===== config.mk =====
export PLATFORM = sky130hd
export DESIGN_NAME = timer_multi
export DESIGN_NICKNAME = d
export VERILOG_FILES = /design/src/rtl/timer_multi.sv
export SDC_FILE = /design/constraint.sdc
export NUM_CORES = 1
export LEC_CHECK = 0
export BUFFER_PORTS_ARGS = -buffer_cell sky130_fd_sc_hd__buf_2
export CORE_ASPECT_RATIO = 0.6
export CORE_MARGIN = 3
export CORE_UTILIZATION = 40
export CTS_CLUSTER_SIZE = 24
export DETAILED_ROUTE_END_ITERATION = 16
export GPL_ROUTABILITY_DRIVEN = 0
export PLACE_DENSITY = 0.57
export SLEW_MARGIN = 10
export SYNTH_ARGS = -nofsm -noshare
export SYNTH_HDL_FRONTEND = slang
export SYNTH_SLANG_ARGS = --single-unit
export TNS_END_PERCENT = 10

===== constraint.sdc =====
create_clock -name clk -period 2.8 [get_ports clk]
set_input_delay 0.56 -clock clk [delete_from_list [all_inputs] [get_ports clk]]
set_output_delay 0.56 -clock clk [all_outputs]
set_load 0.02 [all_outputs]

===== src/rtl/timer_multi.sv =====
// Multi-channel timer on the simple peripheral bus: per channel a prescaler,
// a one-shot/periodic compare counter, a write-1-to-clear pending flag and an interrupt enable.
module timer_multi #(
    parameter int NUM_CH  = 4,
    parameter int CNT_W   = 32,
    parameter int PRESC_W = 16
) (
    input  logic              clk,
    input  logic              rst,
    input  logic [31:0]       data_i,
    input  logic [31:0]       addr_i,
    input  logic              we_i,
    output logic [31:0]       data_o,
    output logic [NUM_CH-1:0] int_vec_o,
    output logic              int_sig_o
);
    localparam logic [CNT_W-1:0]   CT_ONE   = CNT_W'(1);
    localparam logic [PRESC_W-1:0] PCNT_ONE = PRESC_W'(1);

    logic [NUM_CH-1:0]  en_q, en_d, ie_q, ie_d, pend_q, pend_d, mode_q, mode_d;
    logic [CNT_W-1:0]   ct_q    [NUM_CH];
    logic [CNT_W-1:0]   ct_d    [NUM_CH];
    logic [CNT_W-1:0]   value_q [NUM_CH];
    logic [CNT_W-1:0]   value_d [NUM_CH];
    logic [PRESC_W-1:0] presc_q [NUM_CH];
    logic [PRESC_W-1:0] presc_d [NUM_CH];
    logic [PRESC_W-1:0] pcnt_q  [NUM_CH];
    logic [PRESC_W-1:0] pcnt_d  [NUM_CH];

    logic [NUM_CH-1:0] ctrlWr, ctWr, valueWr, prescWr, tick, fire;
    logic              chanSpace, statusWr;
    logic [31:0]       rdata;
    logic              unusedBits;

    assign chanSpace  = we_i & ~addr_i[7];
    assign statusWr   = we_i & (addr_i[7:0] == 8'h80);
    assign unusedBits = ^{addr_i[31:8], data_i};

    for (genvar g = 0; g < NUM_CH; g++) begin : g_ch
        logic selCh;
        assign selCh      = chanSpace & (addr_i[6:4] == 3'(g));
        assign ctrlWr[g]  = selCh & (addr_i[3:0] == 4'h0);
        assign ctWr[g]    = selCh & (addr_i[3:0] == 4'h4);
        assign valueWr[g] = selCh & (addr_i[3:0] == 4'h8);
        assign prescWr[g] = selCh & (addr_i[3:0] == 4'hC);
        assign tick[g]    = en_q[g] & (pcnt_q[g] == presc_q[g]);
        assign fire[g]    = tick[g] & (ct_q[g] >= value_q[g]);
    end

    // Hardware update first, then bus writes override it; a hardware PEND set beats any clear.
    always_comb begin
        en_d   = en_q;
        ie_d   = ie_q;
        pend_d = pend_q;
        mode_d = mode_q;
        for (int i = 0; i < NUM_CH; i++) begin
            ct_d[i]    = ct_q[i];
            value_d[i] = value_q[i];
            presc_d[i] = presc_q[i];
            pcnt_d[i]  = pcnt_q[i];

            if (!en_q[i]) begin
                ct_d[i]   = '0;
                pcnt_d[i] = '0;
            end else if (tick[i]) begin
                pcnt_d[i] = '0;
                if (fire[i]) begin
                    ct_d[i] = '0;
                    if (!mode_q[i]) en_d[i] = 1'b0;
                end else begin
                    ct_d[i] = ct_q[i] + CT_ONE;
                end
            end else begin
                pcnt_d[i] = pcnt_q[i] + PCNT_ONE;
            end

            if (ctrlWr[i]) begin
                en_d[i]   = data_i[0];
                ie_d[i]   = data_i[1];
                mode_d[i] = data_i[3];
                if (data_i[0]) begin
                    ct_d[i]   = '0;
                    pcnt_d[i] = '0;
                end
            end
            if (ctWr[i]) begin
                ct_d[i]   = data_i[CNT_W-1:0];
                pcnt_d[i] = '0;
            end
            if (valueWr[i]) value_d[i] = data_i[CNT_W-1:0];
            if (prescWr[i]) presc_d[i] = data_i[PRESC_W-1:0];

            if ((ctrlWr[i] && data_i[2]) || (statusWr && data_i[i])) pend_d[i] = 1'b0;
            if (fire[i]) pend_d[i] = 1'b1;
        end
    end

    always_ff @(posedge clk) begin
        if (!rst) begin
            en_q   <= '0;
            ie_q   <= '0;
            pend_q <= '0;
            mode_q <= '0;
            for (int i = 0; i < NUM_CH; i++) begin
                ct_q[i]    <= '0;
                value_q[i] <= '0;
                presc_q[i] <= '0;
                pcnt_q[i]  <= '0;
            end
        end else begin
            en_q    <= en_d;
            ie_q    <= ie_d;
            pend_q  <= pend_d;
            mode_q  <= mode_d;
            ct_q    <= ct_d;
            value_q <= value_d;
            presc_q <= presc_d;
            pcnt_q  <= pcnt_d;
        end
    end

    // Reads are zero-extended; unmapped channels and offsets return 0.
    always_comb begin
        rdata = '0;
        if (addr_i[7]) begin
            if (addr_i[6:0] == 7'h0) rdata[NUM_CH-1:0] = pend_q;
        end else begin
            for (int i = 0; i < NUM_CH; i++) begin
                if (addr_i[6:4] == 3'(i)) begin
                    case (addr_i[3:0])
                        4'h0:    rdata[3:0]         = {mode_q[i], pend_q[i], ie_q[i], en_q[i]};
                        4'h4:    rdata[CNT_W-1:0]   = ct_q[i];
                        4'h8:    rdata[CNT_W-1:0]   = value_q[i];
                        4'hC:    rdata[PRESC_W-1:0] = presc_q[i];
                        default: ;
                    endcase
                end
            end
        end
    end

    assign data_o    = rst ? rdata : 32'h0;
    assign int_vec_o = ie_q & pend_q;
    assign int_sig_o = |int_vec_o;

endmodule


==> flow_summary_export.csv, run 1 <==
group,metric,value,unit
yosys,ys_ff_latch,400,
grt,gr-usage-met1,44.3,%
finish,area_delta_synth_final,22.9,%
finish,final_cell_mix,"610 x nand2_1, 390 x dfxtp_1, 274 x a21oi_1",
finish,final_cells,4068,
job,cap_violations,0,
min_path,hold_path_class,"in2reg",
pwr,p_per_area,428,nW/um^2
clock_tree,path_clk_slew,0.06,ns
clock_tree,numCtsBuffers,42,
grt,grt_usage,30.0,%
die,io_pins,104,
setup_path,worst_path_largest_cell_delay,0.31,ns
grt,grtUsageMet2,40.8,%
drt,drcViolationCount,0,
die,coreArea,57800,um^2
drt,wire_per_inst,23.7,um
sta,skew,0.0205,ns
placed_design,dp_hpwl,71300,um
yosys,syn_nets,3257,
drt,drt-initial-drc-count,3184,
grt,antenna_found_initial,5,
sta,min_period,2.94,ns
yosys,synth_edf_count,0,
setup_path,cp-start-kind,"input pin",
placed_design,place_inst,3965,
setup_path,worstPathRequired,2.24,ns
die,fp.dieArea,61700,um^2
finish,final_common_cell,"nand2_1",
setup_path,startpoint,"addr_i[3]",
pwr,vdd_drop_max,0.373,mV
sta,finalHoldViolations,0,
drt,vias_per_cell,5.98,
pwr,power,12.4,mW
die,start_util,40.6,%
drt,vias,24343,
grt,grt_pass1_wl,143000,um
yosys,synthCells,3054,
setup_path,cp_slowest_cell,"a211oi_2",
sta,finalCritPeriodShare,105,%
grt,grt_start_max_net_pins,77,
setup_path,reg2reg_from,"ct_q[0]",
clock_tree,htree_levels,2,
outcome,violations,"setup timing",
setup_path,crit_chain,"buf_12, buf_12, buf_12, buf_4, nand2_4, o21ai_2, a211oi_2, o22ai_1, a32oi_1, nor3_1, a31o_2, buf_6",
drt,detail-route-antenna-nets,0,
die,die_w,319,um
clock_tree,clk_latency,0.58,ns
yosys,syn_avg_cell_area,7.69,um^2
die,rows,68,
clock_tree,cts_tree,"done",
clock_tree,clk_path_buf_depth,3,
clock_tree,hold_buffers,0,
grt,grt-busiest-layer,"met1",
sta,fin_ws,-0.136,ns
setup_path,endpoint_kind,"primary output",
yosys,synthDistinctLibCells,73,
grt,use_met3,9.96,%
finish,drive_above_1_share,18.7,%
yosys,netlist_area,23500,um^2
drt,drt_wl_total,96600,um
grt,grt_pass1_vias,22730,
outcome,run_status,"finished with violations",
setup_path,cp_max_fo,9,
sta,worst_pin_slew,0.837,ns
sta,fmax,0.341,GHz
pwr,power.leakage,10.2,nW
setup_path,arrival,2.38,ns
min_path,hold_start,"data_i[4]",
setup_path,critPathKind,"in2out",
setup_path,cp_common_cell,"buf_12",
finish,final_nets,3465,
clock_tree,cts.root.buffer_cell,"clkbuf_16",
sta,timing.slew.headroom,44.0,%
die,die_h,194,um
grt,overflow,0,
sta,rsz0062_at_grt,"yes",
yosys,synthArstFlopShare,0,%
sta,final_max_slew_viol_count,0,
yosys,synth-main-ff-cell,"dfxtp_1",
placed_design,pre_cts_ws,-0.384,ns
placed_design,io_buffers,79,
yosys,ys.warnings.count,0,
yosys,yosysSeqAreaShare,34.1,%
drt,firstDrtPassIters,8,
sta,setup_viol,19,
clock_tree,cts_num_sinks,400,
==> repair_timing <==
action / in CTS / in global routing
gates resized for setup: 116 / 86
pin swaps: 25 / 32
endpoints found under the setup margin: 62 / 126
gates cloned: 2 / 4
setup buffers: 15 / 6
==> final timing paths <==
check             cells after the start  slack (ns)     endpoint
setup reg to reg                     13        0.01     ct_q[20]
hold reg to reg                       2        0.47  value_q[47]
setup / recovery                     12       -0.14    data_o[2]
hold / removal                        3        0.25  presc_q[36]
==> area by class of cell <==
cell class              count  area [um^2]
multi-input cells        2316        14800
diodes                      3         7.51
inverters                 150          568
repair buffers            352         3040
fillers                  5559        28900
clock inverters            11          111
clock buffers              66         1300
flip-flops and latches    400         8030
well taps                 770          963
==> power by group <==
part           leakage [nW]  total [mW]  switching, mW  internal [mW]
Clock                 0.702        5.92           2.54           3.38
Combinational          6.31       0.755          0.539          0.215
Sequential             3.23        5.69        0.00542           5.69
Total                  10.2        12.4           3.08           9.28
==> logic make-up (layout without fill, tap and decap cells) <==
logic type / Yosys count / in the layout / synth area share, %
buffers and inverters: 338 / 579 / 5.61
flip-flops: 400 / 400 / 34.1
XOR/XNOR: 225 / 225 / 8.39
AO/OA/AOI/OAI: 720 / 720 / 18.9
other: 0 / 3 / 0
AND/OR/NAND/NOR: 1179 / 1179 / 23.0
adder cells (fa/ha/maj): 136 / 136 / 7.25
multiplexers: 56 / 56 / 2.73
==> flip-flops by register name, indices dropped and copies added (netlist names) <==
name and cells:
ie_q 4, value_q 128, presc_q 64, pend_q 4, ct_q 128, pcnt_q 64, mode_q 4, en_q 4
==> routing by layer <==
layer  routed length (um)  share of wire [%]
met1                43000                 45
met2                38100                 39
met3                12700                 13
met4                 2610                2.7
met5                  152               0.16
==> stage by stage <==
stage	utilization, %	hold slack [ns]	setup TNS, ns	area [um^2]
2_1_floorplan	-	0.436	-0.985	23500
3_3_place_gp	45.6	0.444	-10.56	26300
3_5_place_dp	45.6	0.450	-11.54	26300
4_1_cts	49.1	0.245	-0.651	28300
5_1_grt	50.0	0.260	-2.70	28900
6_report	50.0	0.254	-1.14	28900
==> synth_stat cells, drive strengths merged, types with 58 or more instances <==
cell    number  area share [%]
nand2      614             9.8
dfxtp      400              34
a21oi      280             6.0
nor2       181             2.9
clkbuf     151             2.5
inv        150             2.4
ha         136             7.2
xor2       122             4.6
a22oi      109             3.5
nand3      108             2.3
xnor2      103             3.8
o21ai      102             2.2
o22ai       96             2.6
nand4       72             1.9
and3        58             1.5
==> worst max-delay path, delay by kind of cell <==
kind / cells / cell delay, ns
simple gates: 2 / 0.16
buf+inv: 5 / 0.67
compound gates: 5 / 0.96
No activity file was read; power rests on OpenSTA's default activity.
==> inputs of run 2 (changes only) <==
--- a/config.mk
+++ b/config.mk
@@ -6,13 +6,14 @@
 export NUM_CORES = 1
 export LEC_CHECK = 0
 export BUFFER_PORTS_ARGS = -buffer_cell sky130_fd_sc_hd__buf_2
-export CORE_ASPECT_RATIO = 0.6
+export CORE_ASPECT_RATIO = 1.25
 export CORE_MARGIN = 3
 export CORE_UTILIZATION = 40
 export CTS_CLUSTER_SIZE = 24
 export DETAILED_ROUTE_END_ITERATION = 16
 export GPL_ROUTABILITY_DRIVEN = 0
 export PLACE_DENSITY = 0.57
+export RECOVER_POWER = 100
 export SLEW_MARGIN = 10
 export SYNTH_ARGS = -nofsm -noshare
 export SYNTH_HDL_FRONTEND = slang
==> run 2 against run 1 <==
  * The run still ends with setup timing left
  * Non-clock buffer count down 19
  * Critical path depth fell by 1
  * Register-to-register slack got worse by 0.04 ns
  * First-iteration DRC count fell by 27%
  * Via count shrank 1.1%
  * Clock power grew 9.3%
  * Utilization grew 0.16 points
  * Maximum frequency increased by 1.3%
  * Critical endpoint is now data_o[1]
==> flow_summary_export.csv, run 2 (synthesis results as in run 1) <==
group,metric,value,unit
grt,antenna_found_initial,0,
pwr,power.leakage,10.2,nW
sta,worst_pin_slew,1.11,ns
drt,top_layer,"met4",
sta,final_max_slew_viol_count,0,
sta,setup_viol,23,
die,die_h,277,um
finish,regArea,8040,um^2
clock_tree,clk_path_buf_depth,3,
finish,fillers,5558,
pwr,p_sw,3.15,mW
grt,overflow,0,
clock_tree,hold_buffers,0,
setup_path,crit_chain,"buf_12, nor2b_4, buf_6, and2_4, buf_4, a221oi_2, a21oi_1, a32oi_1, o21ai_1, and2_1, buf_6",
grt,grt_pass1_wl,136000,um
pwr,vdd_drop_max,0.580,mV
pwr,p_per_area,446,nW/um^2
setup_path,critPathBufInv,4,
clock_tree,path_clk_slew,0.06,ns
grt,grt_start_max_net_pins,59,
sta,min_period,2.90,ns
drt,vias,24084,
finish,drive_above_1_share,18.3,%
job,cap_violations,0,
sta,holdWs,0.290,ns
clock_tree,numCtsBuffers,47,
placed_design,dp_hpwl,67700,um
die,io_pins,104,
clock_tree,cts_tree,"done",
grt,grt_usage,28.4,%
die,rows,98,
setup_path,cp_common_cell,"buf_6",
drt,route.met2.wl,42200,um
finish,final_nets,3451,
setup_path,cp-start-kind,"input pin",
pwr,seqPwrFrac,44.1,%
setup_path,cp_slowest_cell,"a32oi_1",
die,coreArea,57600,um^2
drt,drt_wl_total,93600,um
setup_path,cp_max_fo,7,
setup_path,arrival,2.34,ns
sta,finalHoldViolations,0,
sta,timing.slew.headroom,26.2,%
finish,area_delta_synth_final,23.0,%
grt,grt_pass1_vias,22839,
clock_tree,htree_levels,2,
drt,wl_met3,7270,um
min_path,hold_path_class,"in2reg",
placed_design,io_buffers,79,
pwr,clockPowerShare,50.2,%
pwr,power.internal,9.74,mW
pwr,pwr-share-comb,5.7,%
sta,fin_ws,-0.0984,ns
drt,detail-route-antenna-nets,0,
finish,final_common_cell,"nand2_1",
clock_tree,clk_latency,0.60,ns
sta,finalCritPeriodShare,104,%
drt,vias_per_cell,5.97,
drt,drt-initial-drc-count,2331,
setup_path,endpoint_kind,"primary output",
drt,firstDrtPassIters,6,
die,start_util,40.7,%
drt,drt-met1-wl,37100,um
finish,reg_top3,"ct_q (128), value_q (128)",
clock_tree,cts_num_sinks,400,
outcome,violations,"setup timing",
pwr,swShare,24.4,%
drt,drcViolationCount,0,
sta,skew,0.0228,ns
die,fp.dieArea,61700,um^2
pwr,power,12.9,mW
finish,multi_input_area,14700,um^2
finish,final_cell_mix,"612 x nand2_1, 385 x dfxtp_1, 273 x a21oi_1",
clock_tree,cts.root.buffer_cell,"clkbuf_16",
die,die_w,223,um
drt,wire_per_inst,23.2,um
sta,fmax,0.345,GHz
sta,rsz0062_at_grt,"yes",
outcome,run_status,"finished with violations",
setup_path,cp_top_family,"compound AO/OA/AOI/OAI gates",
setup_path,worstPathRequired,2.24,ns
setup_path,critPathKind,"in2out",
setup_path,worst_path_largest_cell_delay,0.27,ns
==> run 2: what timing repair did <==
action,4_1_cts,5_1_grt
resized for setup,99,95
pin swaps,26,43
endpoints found under the hold margin,0,0
endpoints found under the setup margin,64,123
setup buffers,10,12
cloned,3,10
==> run 2: power groups by stage <==
stage                     sequential [mW]  combinational, mW  clock [mW]
after detailed placement             5.83              0.623           0
after CTS                            5.69              0.665        6.57
final                                5.69              0.735        6.47
after floorplan                      5.82              0.275           0
after global placement               5.83              0.618           0
after global routing                 5.69              0.744        6.77
==> run 2: cell type report <==
type / instances / area share (%)
Antenna cell: 1 / 0.00866
Inverter: 150 / 1.97
Sequential cell: 400 / 27.8
Multi-Input combinational cell: 2316 / 51.0
Clock inverter: 24 / 1.05
Timing Repair Buffer: 333 / 10.4
Tap cell: 750 / 3.25
Clock buffer: 61 / 4.50
==> run 2: final timing paths <==
path	endpoint	cells past startpoint	slack, ns	start
worst max-delay path	data_o[1]	11	-0.1	addr_i[3]
worst min-delay path	value_q[105]	3	0.29	data_i[9]
worst max register to register	ct_q[64]	10	-0.03	value_q[87]
worst min register to register	value_q[47]	2	0.46	value_q[47]
==> run 2: tightest hold or removal path, delay by kind of cell <==
kind	cells	cell delay [ns]
AO/OA/AOI/OAI	1	0.05
buffers and inverters	1	0.16
AND/OR/NAND/NOR	1	0.07
==> run 2: per-layer routing <==
metal | vias up | track usage [%]
li1 | 11119 | -
met1 | 11530 | 34.9
met2 | 1131 | 46.0
met3 | 304 | 4.01
met4 | 0 | 19.0
met5 | - | 0
==> run 2: stage by stage <==
stage               utilization (%)  TNS (ns)  instances  area (um^2)  setup slack [ns]
floorplan                         -    -0.985       3054        23500           -0.0720
global placement               45.2     -6.74       3915        26100            -0.270
detailed placement             45.2     -6.82       3915        26100            -0.307
CTS                            48.9    -0.947       4013        28200            -0.102
global route                   50.1     -2.60       4034        28900            -0.152
finish                         50.1    -0.983       4035        28900           -0.0984
